## config.mk

```make
export PLATFORM = sky130hd
export DESIGN_NAME = cl_seq
export DESIGN_NICKNAME = d
export VERILOG_FILES = /design/src/rtl/cl_pkg.sv /design/src/rtl/cl_vec.sv /design/src/rtl/cl_seq.sv
export SDC_FILE = /design/constraint.sdc
export NUM_CORES = 1
export LEC_CHECK = 0
export BUFFER_PORTS_ARGS = -buffer_cell sky130_fd_sc_hd__buf_4
export CORE_ASPECT_RATIO = 1.2
export CORE_MARGIN = 2
export CORE_UTILIZATION = 54
export CTS_CLUSTER_SIZE = 14
export DETAILED_ROUTE_END_ITERATION = 10
export GPL_TIMING_DRIVEN = 0
export MAX_ROUTING_LAYER = met4
export PLACE_DENSITY_LB_ADDON = 0.3
export SLEW_MARGIN = 10
export SYNTH_ARGS = -nofsm -noshare
export SYNTH_HDL_FRONTEND = slang
export SYNTH_SLANG_ARGS = --single-unit
export TNS_END_PERCENT = 30
```

## constraint.sdc

```tcl
create_clock -name clk -period 6.9 [get_ports clk]
set_input_delay 1.38 -clock clk [delete_from_list [all_inputs] [get_ports clk]]
set_output_delay 1.38 -clock clk [all_outputs]
set_load 0.01 [all_outputs]
```

## src/rtl/cl_pkg.sv

```systemverilog
// Shared definitions for the cl_seq bitwise logic unit.
// Latency: n/a (package only).
// Backpressure: n/a (package only).
package cl_pkg;

   // Operation select codes, driven on S.
   localparam logic [1:0] OP_AND = 2'b00;
   localparam logic [1:0] OP_OR  = 2'b01;
   localparam logic [1:0] OP_XOR = 2'b10;
   localparam logic [1:0] OP_NOT = 2'b11;

   // Bit positions for a packed flag bus, should one be needed downstream.
   localparam int FLG_ZERO   = 0;
   localparam int FLG_ONES   = 1;
   localparam int FLG_PARITY = 2;
   localparam int FLG_W      = 3;

endpackage

```

## src/rtl/cl_vec.sv

```systemverilog
// Purpose: WIDTH-bit bitwise logic, one replicated single-bit cell per bit.
// Latency: combinational, zero cycles.
// Backpressure: none; a pure function of its inputs.
// Ports: a, b operands; s operation select; y result (a only for NOT).
module cl_vec
   import cl_pkg::*;
#(
   parameter int WIDTH = 8
) (
   input  logic [WIDTH-1:0] a,
   input  logic [WIDTH-1:0] b,
   input  logic [1:0]       s,
   output logic [WIDTH-1:0] y
);

   for (genvar i = 0; i < WIDTH; i++) begin : g_bit
      logic r;

      // Same four-way mux as the original 1-bit cell.
      always_comb begin
         r = 1'b0;
         case (s)
            OP_AND:  r = a[i] & b[i];
            OP_OR:   r = a[i] | b[i];
            OP_XOR:  r = a[i] ^ b[i];
            default: r = ~a[i];
         endcase
      end

      assign y[i] = r;
   end

endmodule

```

## src/rtl/cl_seq.sv

```systemverilog
// Purpose: registered WIDTH-bit logic unit with accumulator operand, result flags and valid/ready.
// Latency: 1 cycle from accept (in_valid && in_ready) to out_valid.
// Backpressure: in_ready = !out_valid || out_ready; a held result freezes out and flags.
// Ports: in_valid/in_ready request handshake; a, b, S, use_acc, wr_acc operation fields;
//        clr_acc handshake-independent accumulator clear; out_valid/out_ready result handshake;
//        out, zero, ones, parity registered result and flags; acc current accumulator.
module cl_seq
   import cl_pkg::*;
#(
   parameter int               WIDTH   = 8,
   parameter logic [WIDTH-1:0] ACC_RST = '0
) (
   input  logic             clk,
   input  logic             reset_n,
   input  logic             in_valid,
   output logic             in_ready,
   input  logic [WIDTH-1:0] a,
   input  logic [WIDTH-1:0] b,
   input  logic [1:0]       S,
   input  logic             use_acc,
   input  logic             wr_acc,
   input  logic             clr_acc,
   output logic             out_valid,
   input  logic             out_ready,
   output logic [WIDTH-1:0] out,
   output logic             zero,
   output logic             ones,
   output logic             parity,
   output logic [WIDTH-1:0] acc
);

   typedef enum logic {EMPTY = 1'b0, FULL = 1'b1} state_t;

   state_t           state, state_nxt;
   logic             accept;
   logic [WIDTH-1:0] opa;
   logic [WIDTH-1:0] res;

   // Operand A comes from the accumulator's current (pre-update) value.
   assign opa = use_acc ? acc : a;

   cl_vec #(.WIDTH(WIDTH)) u_vec (
      .a (opa),
      .b (b),
      .s (S),
      .y (res)
   );

   always_ff @(posedge clk or negedge reset_n) begin
      if (!reset_n) state <= EMPTY;
      else          state <= state_nxt;
   end

   always_comb begin
      state_nxt = state;
      out_valid = (state == FULL);
      in_ready  = (state == EMPTY) || out_ready;
      accept    = in_valid && in_ready;
      case (state)
         EMPTY:   if (accept) state_nxt = FULL;
         // A drained slot refilled in the same cycle stays FULL.
         FULL:    if (out_ready && !accept) state_nxt = EMPTY;
         default: state_nxt = EMPTY;
      endcase
   end

   // Flags are computed from the value being loaded so they always match out.
   always_ff @(posedge clk or negedge reset_n) begin
      if (!reset_n) begin
         out    <= '0;
         zero   <= 1'b1;
         ones   <= 1'b0;
         parity <= 1'b0;
      end else if (accept) begin
         out    <= res;
         zero   <= (res == '0);
         ones   <= &res;
         parity <= ^res;
      end
   end

   // Clear wins over a same-cycle write; the result still goes to out.
   always_ff @(posedge clk or negedge reset_n) begin
      if (!reset_n)               acc <= ACC_RST;
      else if (clr_acc)           acc <= ACC_RST;
      else if (accept && wr_acc)  acc <= res;
   end

endmodule

```

# ---- Yosys cells after proc, flatten, opt, wreduce, memory -nomap -nowiden
# Index checks and enable logic that the tools add are counted.
dict set report totals {
  in_bits 25
  output_inout_bits 21
  regBits 20
}
dict set report op_classes {
  bitwise_logic 33
  n_reduce_logical 10
  n_mux 14
  eq_ne 2
}
# op count
set op_table {}
lappend op_table {{8-bit 2-to-1 mux} 3}
lappend op_table {{1-bit case mux with 3 select lines} 8}
lappend op_table {{1-bit NOT} 9}
lappend op_table {{1-bit AND} 8}
lappend op_table {{8-bit logical NOT} 1}
lappend op_table {{1-bit OR} 8}
lappend op_table {{8-bit AND reduction} 1}
lappend op_table {{8-bit XOR reduction} 1}
lappend op_table {{1-bit XOR} 8}
lappend op_table {{1-bit logical AND} 3}
lappend op_table {{2-bit by 1-bit equality test with 1-bit output (second input constant)} 1}
lappend op_table {{2-bit equality test (second input constant)} 1}
lappend op_table {{2-bit logical NOT} 1}
lappend op_table {{1-bit 2-to-1 mux} 2}
lappend op_table {{1-bit case mux with 2 select lines} 1}
lappend op_table {{2-bit nonzero test} 1}
lappend op_table {{1-bit logical NOT} 1}
lappend op_table {{1-bit logical OR} 1}

# ---- Logic depth before layout (Yosys ltp)
# Gate-level depths: netlist (run 1).
dict set report logic_depth {
  ltp_word 7
  ltp_mapped 10
  mapped_depth_nobuf 9
}

# ---- Hierarchy
# From an unflattened synthesis (run 1), not the netlist that was laid out.
dict set report unflattened {
  cells_unflattened 167
  hier_area_um2 1651.6
}
# mod seq_area_each_um2 instances area_each_um2 cells_per_inst
set by_module_without_submodules {}
lappend by_module_without_submodules {cl_seq 501.7 1 1098.6 109}
lappend by_module_without_submodules {cl_vec 0.0 1 553.0 58}

# ---- Worst setup path after synthesis (run 1)
# Ideal clock, no wire load.
dict set report synth_path {
  path_type {input to register}
  startpoint {in use_acc}
  endpoint {reg parity}
  path_slack_ns 3.451
  stages 8
  arrival_ns 3.325
  cell_sequence {buf_6 mux2i_1 ha_1 mux4_2 ha_1 xor2_1 xnor2_1 mux2_2}
}
dict set report synth_via {
  elab_chain_len 4
  word_cells_on_any_way 42
}
# element line
set synth_rtl {}
lappend synth_rtl {{start, declared} cl_seq.sv:20} ;# input logic use_acc,
lappend synth_rtl {{8-bit 2-to-1 mux (*)} cl_seq.sv:40} ;# assign opa = use_acc ? acc : a;
lappend synth_rtl {{1-bit XOR, or another cell as far along} cl_vec.sv:25} ;# OP_XOR: r = a[i] ^ b[i];
lappend synth_rtl {{1-bit case mux with 3 select lines (*)} cl_vec.sv:22} ;# case (s)
lappend synth_rtl {{net u_vec.g_bit[6].r} cl_vec.sv:17} ;# logic r;
lappend synth_rtl {{8-bit XOR reduction (*)} cl_seq.sv:78} ;# parity <= ^res;
lappend synth_rtl {{end signal, assigned} cl_seq.sv:78}
lappend synth_rtl {{end, declared} cl_seq.sv:28} ;# output logic parity,
# The timed path passes the listed nets; every way through them passes the cells marked *.
# A chain may end at the register's enable or synchronous reset.

# ---- Final worst setup path (run 1)
dict set report layout_path {
  startpoint {in use_acc}
  endpoint {reg parity}
}
dict set report layout_via {
  elab_chain_len 4
  word_cells_on_any_way 42
}
# element line
set layout_rtl {}
lappend layout_rtl {{8-bit 2-to-1 mux (*)} cl_seq.sv:40}
lappend layout_rtl {{1-bit XOR, or another cell as far along} cl_vec.sv:25}
lappend layout_rtl {{1-bit case mux with 3 select lines (*)} cl_vec.sv:22}
lappend layout_rtl {{net u_vec.g_bit[5].r} cl_vec.sv:17}
lappend layout_rtl {{8-bit XOR reduction (*)} cl_seq.sv:78}
# Marked as above.

==> results of run 1 <==
[per-stage QoR]
stage | std cells | setup slack [ns] | cell area [um2] | util
finish | 207 | 3.62 | 1880 | 0.731
global route | 207 | 3.53 | 1880 | 0.731
CTS | 207 | 3.60 | 1880 | 0.731
detailed placement | 203 | 3.27 | 1850 | 0.717
global placement | 203 | 3.36 | 1850 | 0.717
floorplan | 128 | 3.45 | 1490 | -
[cell usage after synthesis, types with 2 or more instances]
library cell and instances:
a22o_2 8, buf_2 2, dfrtp_1 19, ha_1 24
inv_1 34, mux2_2 9, mux2i_1 10, mux4_2 8
nand2b_1 2, nand4_1 2, xnor2_1 2
[worst max-delay path, delay by kind of cell]
family | cells | cell delay (ns)
xor gates and xnor gates | 2 | 0.27
adders and majority gates | 2 | 0.60
muxes | 3 | 1.08
buffers and inverters | 1 | 0.13
[where the power goes]
part / internal, mW / leakage (nW) / switching (mW) / total, mW
Combinational: 0.0726 / 0.791 / 0.0585 / 0.131
Sequential: 0.134 / 0.250 / 0.00903 / 0.143
Clock: 0.0322 / 0.0210 / 0.0358 / 0.0680
Total: 0.239 / 1.06 / 0.103 / 0.342
[path summary, 6_finish.rpt]
path | startpoint | endpoint | slack, ns | cells past startpoint
setup / recovery | use_acc | parity | 3.62 | 8
hold / removal | zero | zero | 0.48 | 2
setup reg to reg | acc[5] | parity | 4.46 | 7
hold reg to reg | zero | zero | 0.48 | 2
max in group asynchronous | reset_n | zero | 5.71 | 1
min in group asynchronous | reset_n | parity | 0.93 | 1
[routing by layer]
metal | up-vias | share of wire | global-route usage
li1 | 519 | - | -
met1 | 546 | 0.39 | 0.231
met2 | 27 | 0.56 | 0.391
met3 | 4 | 0.032 | 0.00728
met4 | 0 | 0.020 | 0.102
met5 | - | 0 | -
[sequential cells by signal, summed over array words and instances (netlist names)]
register   flops
acc            8
out            8
ones           1
out_valid      1
parity         1
zero           1
[cell families after synthesis]
kind of cell / count (synthesis) / synth area share
xor gates and xnor gates: 3 / 0.0176
muxes: 27 / 0.256
AOI/OAI and AO/OA: 9 / 0.0579
DFF: 20 / 0.336
buffers and inverters: 39 / 0.105
adders and majority gates: 24 / 0.201
and+or+nand+nor: 6 / 0.0260
[area by class of cell]
type                       instances  area [um2]  share of cell area
buffer                             5        28.8              0.0153
sequential                        20         502               0.266
multi-input combinational         69         833               0.442
timing repair buffer              42         315               0.167
inverter                          34         128              0.0677
tap                               33        41.3              0.0219
clock buffer                       4        36.3              0.0193
==> results.json, run 1 <==
{
  "cp_max_fo": 8,
  "numCtsBuffers": 3,
  "ys_dominant_reg_cell": "dfrtp_1",
  "initial_core_util": 0.579,
  "setup_tns_ns": 0,
  "timing.final.crit_share": 0.476,
  "synthTopCellsByArea": "dfrtp_1, ha_1, mux4_2",
  "postRouteWirelength_mm": 2.89,
  "hold_violations": 0,
  "cts_root_buf": "clkbuf_4",
  "status": "finished, final reports clean",
  "drt_iter0_drc": 13,
  "drive_gt1_frac": 0.431,
  "grt_pass1_wl_mm": 4.75,
  "syn-num-nets": 177,
  "synth_seq_area_share": 0.336,
  "critical_path.max_stage_delay_ns": 0.54,
  "holdWs_ns": 0.482,
  "dp_hpwl_mm": 2.42,
  "core_um2": 2580,
  "vias_per_cell": 5.29,
  "cts_max_path_buffers": 2,
  "gp_congestion": 0.749,
  "portBuffers": 42,
  "path_common_cell": "ha_1",
  "min_period_ns": 3.28,
  "synth_edf_count": 0,
  "cts_htree_levels": 1,
  "leakage_nw": 1.06,
  "postCtsSetupBuffers": 0,
  "die_x_um": 52.0,
  "synth.cell_area_um2": 1490,
  "yosysTopAreaCell": "dfrtp_1",
  "antenna_found_initial": 0,
  "slew_headroom": 0.493,
  "clk_pin_slew_worst_paths_ns": 0.11,
  "grt_util_all_layers": 0.210,
  "clock_latency_ns": 0.30,
  "grt_pass1_vias": 1145,
  "final_nets": 224,
  "yosysWarnings": 0,
  "worstSetupPathType": "primary input to flop",
  "ant_nets": 0,
  "slowest_stage": "mux4_2",
  "die_h_um": 61.6,
  "drc": 0,
  "die_area_um2": 3200,
  "p_total_mw": 0.342,
  "grt_max_degree": 21,
  "vias": 1096,
  "slew_viol_final": 0,
  "final_common_cell": "buf_4",
  "power_density_nw_per_um2": 182,
  "grt_overflow": 0,
  "io_pins": 46,
  "row_count": 20,
  "drt_pre_antenna_iters": 4,
  "cp.arrival_ns": 3.48,
  "crit_chain": "buf_6, mux2i_1, ha_1, mux4_2, ha_1, xor2_1, xnor2_1, mux2_2",
  "maxCapViolations": 0,
  "area_growth_pct": 26.3,
  "ys_ff_latch": 20,
  "fin_worst_skew_ns": 0.00520,
  "fillers": 188,
  "startpoint_type": "primary input",
  "wl_per_cell_um": 14.0,
  "ys_types": 19,
  "syn_avg_cell_area_um2": 11.7,
  "ir_drop_v": 0.000116,
  "setup_viol_count_final": 0,
  "cts_tree": "done",
  "num_antenna_cells": 0,
  "worstMarginPinSlew_ns": 0.758,
  "hp-class": "flop to flop",
  "rsz0062_at_grt": "no",
  "cts.repair.resized": 0,
  "synth_top_cell_area_share": 0.319,
  "syn_inst": 128,
  "final_cell_mix": "buf_4, inv_1, ha_1",
  "ys_async_sr_fraction": 1.00,
  "cts.sinks": 20,
  "worstPathRequired_ns": 7.10,
  "cts_hold_buf": 0,
  "fmax_mhz": 304,
  "crit_path_end_kind": "flop"
}
Note: power is estimated with default switching activity, not from simulation.
==> run 2, diff against run 1 <==
--- a/config.mk
+++ b/config.mk
@@ -5,10 +5,11 @@
 export SDC_FILE = /design/constraint.sdc
 export NUM_CORES = 1
 export LEC_CHECK = 0
+export ABC_AREA = 1
 export BUFFER_PORTS_ARGS = -buffer_cell sky130_fd_sc_hd__buf_4
 export CORE_ASPECT_RATIO = 1.2
 export CORE_MARGIN = 2
-export CORE_UTILIZATION = 54
+export CORE_UTILIZATION = 53
 export CTS_CLUSTER_SIZE = 14
 export DETAILED_ROUTE_END_ITERATION = 10
 export GPL_TIMING_DRIVEN = 0
==> constraint.sdc (replaced) <==
create_clock -name clk -period 3.4 [get_ports clk]
set_input_delay 0.68 -clock clk [delete_from_list [all_inputs] [get_ports clk]]
set_output_delay 0.68 -clock clk [all_outputs]
set_load 0.01 [all_outputs]
==> run 2 against run 1 <==
  * Worst setup slack got worse by 2.5 ns
  * Synthesized cell count is 81% higher
  * Largest cell class unchanged
  * Critical path type unchanged
  * Sequential power up 97%
  * Clock power grew 68%
==> results.json, run 2 <==
{
  "status": "finished, final reports clean",
  "ys_dominant_reg_cell": "dfrtp_1",
  "r2r_cells": 13,
  "drt_pre_antenna_iters": 4,
  "portBuffers": 43,
  "synth_common_cells": "nand2_1, inv_1, nand3_1",
  "synthTopCellsByArea": "dfrtp_1, ha_1, nand2_1",
  "dp_hpwl_mm": 3.16,
  "critPathTopFamily": "simple AND/OR/NAND/NOR gates",
  "grt_pass1_vias": 1549,
  "core_um2": 3110,
  "vias_per_cell": 5.10,
  "vias": 1605,
  "drive_gt1_frac": 0.265,
  "cts_root_buf": "clkbuf_4",
  "drc": 0,
  "yosysWarnings": 0,
  "top_regs": "acc: 8 flops, out: 8 flops",
  "crit_path_end_kind": "flop",
  "syn_avg_cell_area_um2": 7.51,
  "cp_max_fo": 9,
  "slowest_stage": "ha_1",
  "r2r_slack_ns": 1.24,
  "ys_async_sr_fraction": 1.00,
  "fillers": 280,
  "path_common_cell": "nand2_1",
  "worstSetupPathType": "primary input to flop",
  "slew_viol_final": 0,
  "fin_util": 0.687,
  "die_h_um": 66.8,
  "hold_violations": 0,
  "critical_path.max_stage_delay_ns": 0.32,
  "final_cell_mix": "nand2_1, buf_4, inv_1, nand3_1, ha_1",
  "post-synth-top-count-cell": "nand2_1",
  "clock_latency_ns": 0.30,
  "drt_iter0_drc": 55,
  "ys_types": 21,
  "power_density_nw_per_um2": 309,
  "setup_viol_count_final": 0,
  "wl_per_cell_um": 12.0,
  "synth_top_cell_area_share": 0.273,
  "grt_pass1_wl_mm": 6.66,
  "clk_pin_slew_worst_paths_ns": 0.11,
  "syn-num-nets": 281,
  "worstPathRequired_ns": 3.59,
  "cts_max_path_buffers": 2,
  "crit_chain": "buf_6, inv_4, nand2_1, nand2_1, inv_1, ha_1, o21ai_0, nand3_2, nand2_2, inv_1, ha_1, xnor2_1, nand2_1, nand3_1, nand2_1",
  "cts.repair.resized": 0,
  "grt_max_degree": 21,
  "final_nets": 329,
  "row_count": 22,
  "grt_overflow": 0,
  "yosysTopAreaCell": "dfrtp_1",
  "min_period_ns": 2.33,
  "r2r-start": "acc[6]",
  "cts.sinks": 20,
  "cp.arrival_ns": 2.52,
  "cp_num_buf_inv": 4,
  "antenna_found_initial": 0,
  "cts_hold_buf": 0,
  "initial_core_util": 0.560,
  "timing.final.crit_share": 0.685,
  "holdWs_ns": 0.227,
  "maxCapViolations": 0,
  "startpoint_type": "primary input",
  "synth.cell_area_um2": 1740,
  "numCtsBuffers": 3,
  "final_common_cell": "nand2_1",
  "ys_ff_latch": 20,
  "cts_htree_levels": 1,
  "area_growth_pct": 22.6,
  "critPathLaunch": "use_acc",
  "fmax_mhz": 429,
  "gp_congestion": 0.810,
  "fin_worst_skew_ns": 0.00996,
  "postRouteWirelength_mm": 3.79,
  "grt_util_all_layers": 0.230,
  "setup_tns_ns": 0,
  "syn_inst": 232,
  "synth_seq_area_share": 0.288,
  "worstMarginPinSlew_ns": 0.249,
  "die_area_um2": 3770,
  "io_pins": 46,
  "ant_nets": 0,
  "slew_headroom": 0.834,
  "r2r_end": "parity",
  "ir_drop_v": 0.000291,
  "leakage_nw": 1.28,
  "num_antenna_cells": 0,
  "die_x_um": 56.4,
  "postCtsSetupBuffers": 0,
  "cts_tree": "done",
  "hp-class": "primary input to async pin",
  "rsz0062_at_grt": "no",
  "synth_edf_count": 0
}
-- run 2: cells by family after synthesis --
kind of cell             share of synthesized area
AO/OA/AOI/OAI                               0.0302
XOR/XNOR                                    0.0201
adder cells (fa/ha/maj)                      0.172
buffers and inverters                        0.121
flip-flops                                   0.288
AND/OR/NAND/NOR                              0.368
-- run 2: cell type report --
| type | count | area [um2] | area share |
|---|---|---|---|
| flip-flops and latches | 20 | 502 | 0.235 |
| repair buffers | 43 | 323 | 0.151 |
| plain buffers | 5 | 61.3 | 0.0287 |
| inverters | 39 | 150 | 0.0703 |
| well taps | 36 | 45.0 | 0.0211 |
| multi-input cells | 168 | 1030 | 0.482 |
| clock buffers | 4 | 26.3 | 0.0123 |
-- run 2: through the flow --
stage | instance area, um2 | worst slack (ns) | total power [mW] | std cells
6_report | 2140 | 1.07 | 0.660 | 315
5_1_grt | 2140 | 0.877 | 0.708 | 315
4_1_cts | 2140 | 1.07 | 0.666 | 315
3_5_place_dp | 2110 | 0.776 | 0.551 | 311
3_3_place_gp | 2110 | 0.825 | 0.542 | 311
2_1_floorplan | 1740 | 0.988 | 0.445 | 232
-- run 2: power breakdown --
| part | switching, mW | internal, mW | total [mW] |
|---|---|---|---|
| clock network | 0.0684 | 0.0457 | 0.114 |
| registers | 0.0165 | 0.264 | 0.281 |
| logic | 0.146 | 0.119 | 0.265 |
-- run 2: how the worst max path moves through the flow --
stage,cells after the start,slack (ns),end
global route,15,0.88,parity
detailed placement,15,0.78,parity
finish,15,1.07,parity
global placement,15,0.82,parity
CTS,15,1.07,parity
floorplan,15,0.99,parity
-- run 2: layer usage --
layer	wire (um)	vias to the layer above	GRT usage	share of wire
met5	0	-	-	0
met4	87	0	0.0923	0.023
met3	113	11	0.0155	0.030
met2	2020	35	0.410	0.53
met1	1570	740	0.271	0.41
li1	-	819	-	-
